<file path="src/rtl/pair_sample_fifo.sv">
// Capture FIFO for the alternating counter pair: a sample strobe snapshots {a,b}
// into a small show-ahead FIFO drained over valid/ready, with sticky drop accounting.
module pair_sample_fifo #(
    parameter int WIDTH = 8,
    parameter int DEPTH = 4
) (
    input  logic                     clock,
    input  logic                     reset,
    input  logic [WIDTH-1:0]         in_a,
    input  logic [WIDTH-1:0]         in_b,
    input  logic                     sample,
    output logic                     out_valid,
    input  logic                     out_ready,
    output logic [WIDTH-1:0]         out_a,
    output logic [WIDTH-1:0]         out_b,
    output logic [$clog2(DEPTH):0]   count,
    output logic                     overflow,
    output logic [7:0]               drop_count,
    input  logic                     clear_overflow
);

    localparam int AW = $clog2(DEPTH);
    localparam int CW = AW + 1;
    localparam logic [CW-1:0] FULL = CW'(DEPTH);

    typedef struct packed {
        logic [WIDTH-1:0] a;
        logic [WIDTH-1:0] b;
    } pair_t;

    pair_t            mem_q [DEPTH];
    logic [AW-1:0]    wr_ptr_q, wr_ptr_d;
    logic [AW-1:0]    rd_ptr_q, rd_ptr_d;
    logic [CW-1:0]    count_q, count_d;
    logic             overflow_q, overflow_d;
    logic [7:0]       drop_count_q, drop_count_d;
    logic [7:0]       drop_base;
    logic             pop, push, drop;
    pair_t            head;

    always_comb begin
        out_valid = (count_q != '0);
        pop       = out_ready & out_valid;
        push      = sample & ((count_q < FULL) | pop);
        drop      = sample & (count_q == FULL) & ~pop;

        wr_ptr_d  = push ? wr_ptr_q + AW'(1) : wr_ptr_q;
        rd_ptr_d  = pop  ? rd_ptr_q + AW'(1) : rd_ptr_q;
        count_d   = count_q;
        if (push && !pop)
            count_d = count_q + CW'(1);
        else if (pop && !push)
            count_d = count_q - CW'(1);

        // The clear lands first so a coincident drop still registers as one.
        overflow_d = clear_overflow ? 1'b0 : overflow_q;
        drop_base  = clear_overflow ? 8'd0 : drop_count_q;
        drop_count_d = drop_base;
        if (drop) begin
            overflow_d   = 1'b1;
            drop_count_d = (drop_base == 8'hFF) ? 8'hFF : drop_base + 8'd1;
        end
    end

    always_ff @(posedge clock or negedge reset) begin
        if (!reset) begin
            wr_ptr_q     <= '0;
            rd_ptr_q     <= '0;
            count_q      <= '0;
            overflow_q   <= 1'b0;
            drop_count_q <= 8'd0;
        end else begin
            wr_ptr_q     <= wr_ptr_d;
            rd_ptr_q     <= rd_ptr_d;
            count_q      <= count_d;
            overflow_q   <= overflow_d;
            drop_count_q <= drop_count_d;
        end
    end

    // Storage needs no reset: the read side is masked while empty.
    always_ff @(posedge clock) begin
        if (push)
            mem_q[wr_ptr_q] <= '{a: in_a, b: in_b};
    end

    always_comb begin
        head       = mem_q[rd_ptr_q];
        out_a      = out_valid ? head.a : '0;
        out_b      = out_valid ? head.b : '0;
        count      = count_q;
        overflow   = overflow_q;
        drop_count = drop_count_q;
    end

endmodule

</file>
<file path="config.mk">
export PLATFORM = sky130hd
export DESIGN_NAME = pair_sample_fifo
export DESIGN_NICKNAME = d
export VERILOG_FILES = /design/src/rtl/pair_sample_fifo.sv
export SDC_FILE = /design/constraint.sdc
export NUM_CORES = 1
export LEC_CHECK = 0
export CAP_MARGIN = 10
export CELL_PAD_IN_SITES_DETAIL_PLACEMENT = 1
export CELL_PAD_IN_SITES_GLOBAL_PLACEMENT = 2
export CORE_MARGIN = 1.5
export CORE_UTILIZATION = 35
export DETAILED_ROUTE_END_ITERATION = 6
export PLACE_DENSITY = 0.87
export SLEW_MARGIN = 5
export SYNTH_ARGS = -nofsm -noshare
export SYNTH_HDL_FRONTEND = slang
export SYNTH_SLANG_ARGS = --single-unit
</file>
<file path="constraint.sdc">
create_clock -name clock -period 2.15 [get_ports clock]
set_clock_uncertainty 0.1 [all_clocks]
set_input_delay 0.3225 -clock clock [delete_from_list [all_inputs] [get_ports clock]]
set_output_delay 0.3225 -clock clock [all_outputs]
set_load 0.05 [all_outputs]
</file>
==> summary.txt <==
Run status
  – Status: finished, violations left
  – Failing checks: negative setup slack

Detailed routing
  – Residual DRC: 0
  – Routed Antenna Nets: 0
  – Drt first pass iters: 4
  – Wirelength per Cell: ~18 um
  – Final WL: 7413 um
  – Starting DRT DRC Count: 59
  – DR vias/cell: between 4 and 5
  – DR vias: 1924

Worst hold path
  – Worst hold path class: in2async

Worst setup path
  – WS Path Type: reg2out
  – Setup crit end kind: output pin
  – Max FO, Critical Path: 5
  – Critical Path RT: 1.73 ns
  – Crit path launch type: register
  – Critical Path AT: 1.81 ns

Synthesis
  – Synthesized flop and latch total: 80
  – Avg Inst Size Synth: 17.39 um^2
  – Cell count after synthesis: 192
  – Ys Warns: 0
  – Synth top area share: 0.5757
  – Post-synthesis net count: 220
  – Largest area contributor in the netlist: edfxtp_1
  – Synth cell types: 35
  – Cell Area, Synth: 3338 um^2
  – Register area share after synthesis: 0.6957
  – Synth top area cells: edfxtp_1, dfrtp_1, mux4_2, and2_1, ha_1

Job
  – Max Cap Viol: 0

Cells and area
  – Post-layout nets: 299
  – Layout cells sized above 1: 0.3696
  – Fillers: 888
  – Ant diodes: 0
  – Final Non-Filler Cells: 405
  – Area Overhead vs Synth: 37.67%

Clock tree
  – H-tree levels: 3
  – Clk buf depth: 2
  – # clock sinks: 80
  – Clk_lat worst skew: roughly 0.35 ns
  – Clock slew seen by the registers of the worst setup and hold paths: 0.09 ns
  – CTS tree: yes
  – Root Buffer: clkbuf_8
  – Total CTS buffers: 9
  – Hold Buf Count CTS: 0

Global route
  – Overflow after GRT: 0
  – Antenna violations before repair: 0
  – Global Route Usage Sum: 0.1599
  – Largest net degree at the start of global routing: 19
  – Vias in the first global route: 2106
  – First-pass GRT wire length: 11670 um

Timing
  – Final setup viols: 16
  – F_max: 448.2 MHz
  – Final Cycle Share: 1.038
  – Worst-margin pin slew: ~0.51 ns
  – Final slew viol count: 0
  – Min Tclk post-route: 2.231 ns
  – RSZ-0062 raised after global routing: yes
  – Slew HR: 0.6612
  – Final WS setup: -0.08132 ns
  – Setup_tns: -1.006 ns
  – Final Hold Fails: 0

Power and ir drop
  – P per Cell Area: 1525 nW/um^2
  – Pleak: 1.716 nW
  – Max VDD drop: 744.4 uV

Die
  – Die H: 100.7 um
  – I/O pins: 50
  – Die footprint: between 10000 and 15000 um^2
  – FP Rows: 35
  – Die W: 100.7 um
  – Core area: approximately 9000 um^2
  – Initial Utilization: 0.3613

Placement
  – Port Buffers: 49
  – Pre-CTS setup slack: -0.1336 ns
  – Dpl cells: between 300 and 400
  – Dpl hpwl: 5092 um
  – Routability congestion estimate: 0.7365
## power breakdown
part,switching [mW],leakage [nW],internal (mW)
Combinational,1.89,0.805,1.65
Clock,0.556,0.123,0.782
Sequential,0.140,0.788,1.99
## metrics by stage
stage          area [um^2]  utilization  hold slack [ns]  total power [mW]
3_3_place_gp          4194       0.4539           0.4078             5.111
5_1_grt               4596       0.4974           0.2056             7.292
2_1_floorplan         3386            -         -0.07309             4.159
6_report              4596       0.4974           0.1914             7.007
4_1_cts               4586       0.4963           0.1942             7.088
3_5_place_dp          4194       0.4539           0.4110             5.224
## critical path, cell delays in order, from the launching register on
cell     delay, ns
dfrtp_2       0.47
buf_6         0.17
mux4_2        0.51
and2_4        0.17
buf_6         0.14
## flip-flops by register name, indices dropped and copies added, names as in the netlist
signal      flops
count           3
rd_ptr_q        2
wr_ptr_q        2
mem_q          64
drop_count      8
overflow        1
## synthesized netlist by cell type
| library cell | count |
|---|---|
| buf_4 | 3 |
| nor4b_4 | 1 |
| buf_2 | 2 |
| and4b_1 | 1 |
| nor2_1 | 2 |
| fa_1 | 1 |
| or3_1 | 2 |
| edfxtp_1 | 64 |
| mux4_2 | 16 |
| mux2_2 | 1 |
| nor2b_1 | 2 |
| o21ai_0 | 4 |
| clkbuf_1 | 2 |
| xnor2_1 | 7 |
| xor2_1 | 4 |
| and3b_1 | 1 |
| a21boi_1 | 1 |
| a21oi_1 | 1 |
| and3_1 | 1 |
| inv_1 | 5 |
| and2_1 | 21 |
| and2_2 | 1 |
| clkbuf_2 | 1 |
| nor3_1 | 2 |
| dfrtp_1 | 16 |
| nand2_1 | 9 |
| a31oi_1 | 1 |
| nand3_1 | 3 |
| nor4b_1 | 1 |
| and4_1 | 1 |
| o21ai_1 | 2 |
| ha_1 | 6 |
| nand2b_1 | 3 |
| or2_1 | 1 |
| nand4_1 | 3 |
## per-layer routing
metal / share of wire / up-vias / GRT usage
met3: 0.022 / 8 / 0.02427
met5: 0 / - / 0
met2: 0.54 / 34 / 0.2775
met1: 0.42 / 1000 / 0.1959
li1: - / 882 / -
met4: 0.014 / 0 / 0.07584
## path summary, 6_finish.rpt
kind,startpoint,slack (ns),cells past startpoint,end
worst max-delay path,rd_ptr_q[0]$_DFFE_PN0P_,-0.08,4,out_a[4]
worst min-delay path,reset,0.19,2,drop_count[5]$_DFF_PN0_
worst max register to register,count[2]$_DFFE_PN0P_,0.12,8,count[2]$_DFFE_PN0P_
worst min register to register,count[2]$_DFFE_PN0P_,0.43,1,count[2]$_DFFE_PN0P_
max in group asynchronous,reset,1.54,2,rd_ptr_q[0]$_DFFE_PN0P_
min in group clock,count[2]$_DFFE_PN0P_,0.43,1,count[2]$_DFFE_PN0P_
## layout make-up
cell class	count	area (um^2)	area share
Clock buffer	10	127.6	0.02777
Clock inverter	6	115.1	0.02505
Inverter	5	18.77	0.004084
Multi-Input combinational cell	99	1015	0.2208
Sequential cell	80	2327	0.5064
Tap cell	129	161.4	0.03512
Timing Repair Buffer	76	830.8	0.1808
## placed cells by master (no fill, tap or decap), drive strengths merged
cell type / Yosys / routed
nor3: 2 / 2
nand2: 9 / 9
dlymetal6s2s: 0 / 1
and3b: 1 / 1
buf: 5 / 44
and4: 1 / 1
or3: 2 / 2
nand2b: 3 / 3
clkinv: 0 / 1
nor2b: 2 / 2
dfrtp: 16 / 16
nand3: 3 / 3
ha: 6 / 6
xnor2: 7 / 7
clkdlybuf4s50: 0 / 31
nor2: 2 / 2
nand4: 3 / 3
bufinv: 0 / 3
nor4b: 2 / 2
mux4: 16 / 16
inv: 5 / 7
or2: 1 / 1
o21ai: 6 / 6
mux2: 1 / 1
fa: 1 / 1
and3: 1 / 1
and4b: 1 / 1
clkbuf: 3 / 10
a31oi: 1 / 1
a21oi: 1 / 1
a21boi: 1 / 1
edfxtp: 64 / 64
and2: 22 / 22
xor2: 4 / 4
## kinds of logic after synthesis
kind of cell / share of synthesized area
AO/OA/AOI/OAI: 0.01462
buffers and inverters: 0.01912
AND/OR/NAND/NOR: 0.1020
flip-flops: 0.6957
multiplexers: 0.1113
XOR/XNOR: 0.02886
adder cells (fa/ha/maj): 0.02849
## repair_timing
action | CTS | global route
buffers inserted | 1 | 1
cloned | 1 | 0
endpoints found under the setup margin | 16 | 17
gates resized for setup | 40 | 1
(Power assumes the default switching activity.)
==> edit 1: new RTL, config.mk and constraints unchanged <==
The parameter `DEPTH` goes from 4 to 8.
--- a/src/rtl/pair_sample_fifo.sv
+++ b/src/rtl/pair_sample_fifo.sv
@@ -2,7 +2,7 @@
 // into a small show-ahead FIFO drained over valid/ready, with sticky drop accounting.
 module pair_sample_fifo #(
     parameter int WIDTH = 8,
-    parameter int DEPTH = 4
+    parameter int DEPTH = 8
 ) (
     input  logic                     clock,
     input  logic                     reset,
Ports: changed (resized count); port bits go from 50 to 51. The function was not compared with the original's and may differ.
==> edit 1 against the original RTL <==
- synthesized area rose by 76%
- the run still ends with negative setup slack left
- routed wire length up 81%
- utilization down 0.91 points
- total power increased by 83%
- largest cell class unchanged
- final cell count rose by 54%
- final area increased by 75%
- critical endpoint is now out_b[6]
- sequential cell count up 67
- worst setup slack worse by 0.36 ns
==> edit 1: results (changes against the original RTL) <==
first-pass GRT wire length 20,700 µm (+78%); run status finished with violations; Yosys reg bits 147 (+84%); GRT Resource Usage Total 0.163 (+0.00284); max reg flops 128 (+100%); Synth top cells by count edfxtp_1 (128), mux4_2 (32), dfrtp_1 (19), a22o_1 (16); CTS clk-pin slew, worst paths 0.06 ns (-0.03 ns); Worst R2R Start count[0]$_DFFE_PN0P_; slack of the critical path -0.440 ns (-0.359 ns); register area share after synthesis 0.735 (+0.0398); top cell type's share of synthesized area 0.654 (+0.0787); setup violators final 20 (+4); Initial DRC Count 269 (+360%); crit path DAT 2.17 ns (+0.36 ns); ys async rst share 0.129 (-0.0707); clock latency on the worst-skew pair 0.42 ns (+0.07 ns); hold slack final 0.143 ns (-0.0484 ns); Worst R2R Setup Slack -0.43 ns (-0.55 ns); Sw Pwr 0.00444 W (+71%); number of library cell types mapped by synthesis 36 (+2.9%); failing checks negative setup slack; Total Wirelength 13,400 µm (+81%); leading post-synthesis cells by cell area edfxtp_1 (65%), mux4_2 (12%), dfrtp_1 (8.1%); placed cell area 7300 µm² (+74%); IO buf count 50 (+2.0%); fin nets 417 (+39%); GP Congestion 0.817 (+11%); Filler cells 1,525 (+72%); vias in the first global route 3,533 (+68%)
edit 1: changes by cell type after synthesis, moves of 4 or more:
cell / before / now
nor2_1: 2 / 8
buf_6: 0 / 6
edfxtp_1: 64 / 128
and2_1: 21 / 0
xnor2_1: 7 / 11
mux4_2: 16 / 32
a22o_1: 0 / 16
edit 1: worst max path at each step:
stage                                     from              endpoint  slack (ns)  cells past startpoint
after floorplan           count[1]$_DFFE_PN0P_  count[3]$_DFFE_PN0P_       -0.53                     12
after global placement    count[1]$_DFFE_PN0P_  count[3]$_DFFE_PN0P_       -0.13                     10
after detailed placement  count[1]$_DFFE_PN0P_  count[3]$_DFFE_PN0P_       -0.29                     10
after CTS                 count[0]$_DFFE_PN0P_              out_b[6]       -0.49                      6
after global routing      count[0]$_DFFE_PN0P_  count[3]$_DFFE_PN0P_       -0.51                     12
final                     count[0]$_DFFE_PN0P_              out_b[6]       -0.44                      6
edit 1: kinds of logic after synthesis:
family          synth area share
compound gates            0.0366
simple gates              0.0432
flops                      0.735
mux                        0.130
buf+inv                   0.0204
fa+ha+maj                 0.0162
xor+xnor                  0.0179
edit 1: final cells by class:
cell class              instances  area [µm²]  area share
multi-input cells             133        1720       0.214
clock buffers                  19         433      0.0538
well taps                     220         275      0.0342
flip-flops and latches        147        4320       0.538
clock inverters                13         178      0.0221
inverters                       4        17.5     0.00218
repair buffers                 86        1090       0.136
edit 1: routing by layer:
layer,vias to the layer above,track usage,routed length [µm]
met4,0,0.0433,92
met5,-,0,0
met3,10,0.0471,474
met1,1647,0.189,5410
met2,71,0.295,7420
li1,1388,-,-
edit 1: critical path: stages (launching register included):
cell	delay (ns)
dfrtp_2	0.40
or3_4	0.38
or2_4	0.24
nor2b_4	0.16
buf_12	0.16
a22o_4	0.26
buf_12	0.15
edit 1: what timing repair did:
| action | in CTS | in global routing |
|---|---|---|
| setup endpoints to repair | 24 | 26 |
| cloned | 1 | 0 |
| setup buffers | 2 | 3 |
| pin swaps | 6 | 10 |
| resized for setup | 15 | 8 |
edit 1: power groups by stage:
| stage | Combinational (W) | Sequential (W) | Clock [W] |
|---|---|---|---|
| CTS | 0.00614 | 0.00375 | 0.00310 |
| global route | 0.00636 | 0.00378 | 0.00318 |
| detailed placement | 0.00586 | 0.00380 | 0 |
| global placement | 0.00575 | 0.00375 | 0 |
| finish | 0.00608 | 0.00374 | 0.00303 |
| floorplan | 0.00346 | 0.00391 | 0 |
edit 1: metrics by stage:
| stage | instances | util |
|---|---|---|
| floorplan | 299 | - |
| global placement | 584 | 0.443 |
| detailed placement | 584 | 0.443 |
| CTS | 619 | 0.486 |
| global route | 622 | 0.488 |
| finish | 622 | 0.488 |
==> edit 2: new RTL, same settings <==
Made on the original files. Put a register stage on the output `count`, cleared by the reset. The value now appears one clock later. The other outputs are not delayed to match.
--- a/src/rtl/pair_sample_fifo.sv
+++ b/src/rtl/pair_sample_fifo.sv
@@ -27,6 +27,8 @@
         logic [WIDTH-1:0] a;
         logic [WIDTH-1:0] b;
     } pair_t;
+
+    logic [$clog2(DEPTH):0] count_c;
 
     pair_t            mem_q [DEPTH];
     logic [AW-1:0]    wr_ptr_q, wr_ptr_d;
@@ -88,10 +90,18 @@
         head       = mem_q[rd_ptr_q];
         out_a      = out_valid ? head.a : '0;
         out_b      = out_valid ? head.b : '0;
-        count      = count_q;
+        count_c    = count_q;
         overflow   = overflow_q;
         drop_count = drop_count_q;
     end
 
+    always_ff @(posedge clock or negedge reset) begin
+        if (!reset) begin
+            count <= '0;
+        end else begin
+            count <= count_c;
+        end
+    end
+
 endmodule
 
Behaviour: not the same (Yosys sat finds a counterexample within 4 cycles, from zero or initial values and one cycle with reset low).
==> edit 2 against the original RTL <==
- final area down 0.19%
- total power down 3.5%
- final cell count rose by 0.25%
- routed wire length down 6.7%
- die area rose by 2.2%
- worst setup slack lost 0.014 ns
- sequential cell count up 3
- sequential share of layout area rose by 1.6 points
- synthesized area is 2.2% higher
- clock power fell by 16%
- the run still ends with negative setup slack left
- largest cell class unchanged
- via count decreased by 0.36%
- critical endpoint is now out_b[3]
==> edit 2: results (changes against the original RTL) <==
FFs & Latches 83 (+3.8%); GRT Resource Usage Total 0.145 (-0.0146); leading post-synthesis cells by cell area edfxtp_1 (56%), dfrtp_1 (14%), mux4_2 (11%); slack of the critical path -0.0954 ns (-0.0141 ns); ys async rst share 0.229 (+0.0289); filler-free cell count of the finished design 406 (+0.25%); Compound-Gate Fraction of Synth Area 0.0143 (-0.000322); run status finished with violations; Filler cells 885 (-0.34%); setup violators final 16 (unchanged); failing checks negative setup slack; Max IR drop VDD 0.680 mV (-8.7%); vias in the first global route 2,054 (-2.5%); register area share after synthesis 0.702 (+0.00669); nonclk buf count 74 (-2.6%); ClkCell Share 0.0439 (-0.00890); multi-input logic area 1000 µm² (-1.2%); post-CTS setup buffer count 4 (+3); via/cell ratio 4.72 (-0.61%); adder-cell share of the synthesized area 0.0279 (-0.000627); Placed Cells 385 (-0.26%); XOR/XNOR share of the synthesized area 0.0282 (-0.000635); slew margin rel. 0.666 (+0.00502); non-clk buf share 0.176 (-0.00511); GP Congestion 0.779 (+5.8%); largest net degree at the start of global routing 20 (+1)
[edit 2: power by group]
group	switching [W]	internal (W)	leakage (nW)	total, W
Clock	0.000578	0.000551	0.0950	0.00113
Combinational	0.00192	0.00156	0.768	0.00348
Sequential	0.0000973	0.00206	0.827	0.00216
Total	0.00260	0.00417	1.69	0.00676
[edit 2: stage by stage]
stage	power, W	hold slack, ns	setup WS, ns	TNS, ns	instance area (µm²)
final	0.00676	0.203	-0.0954	-0.759	4590
after global routing	0.00707	0.219	-0.161	-1.94	4590
after CTS	0.00688	0.198	-0.0991	-1.34	4600
after detailed placement	0.00522	0.410	-0.157	-0.247	4230
after global placement	0.00514	0.395	-0.0836	-0.132	4230
after floorplan	0.00421	-0.0731	0.0350	0	3450
[edit 2: per-layer routing]
layer / vias to the layer above / track usage / part of all wire
li1: 887 / - / -
met1: 991 / 0.189 / 0.45
met2: 32 / 0.238 / 0.51
met3: 7 / 0.0414 / 0.030
met4: 0 / 0.0438 / 0.013
met5: - / 0 / 0
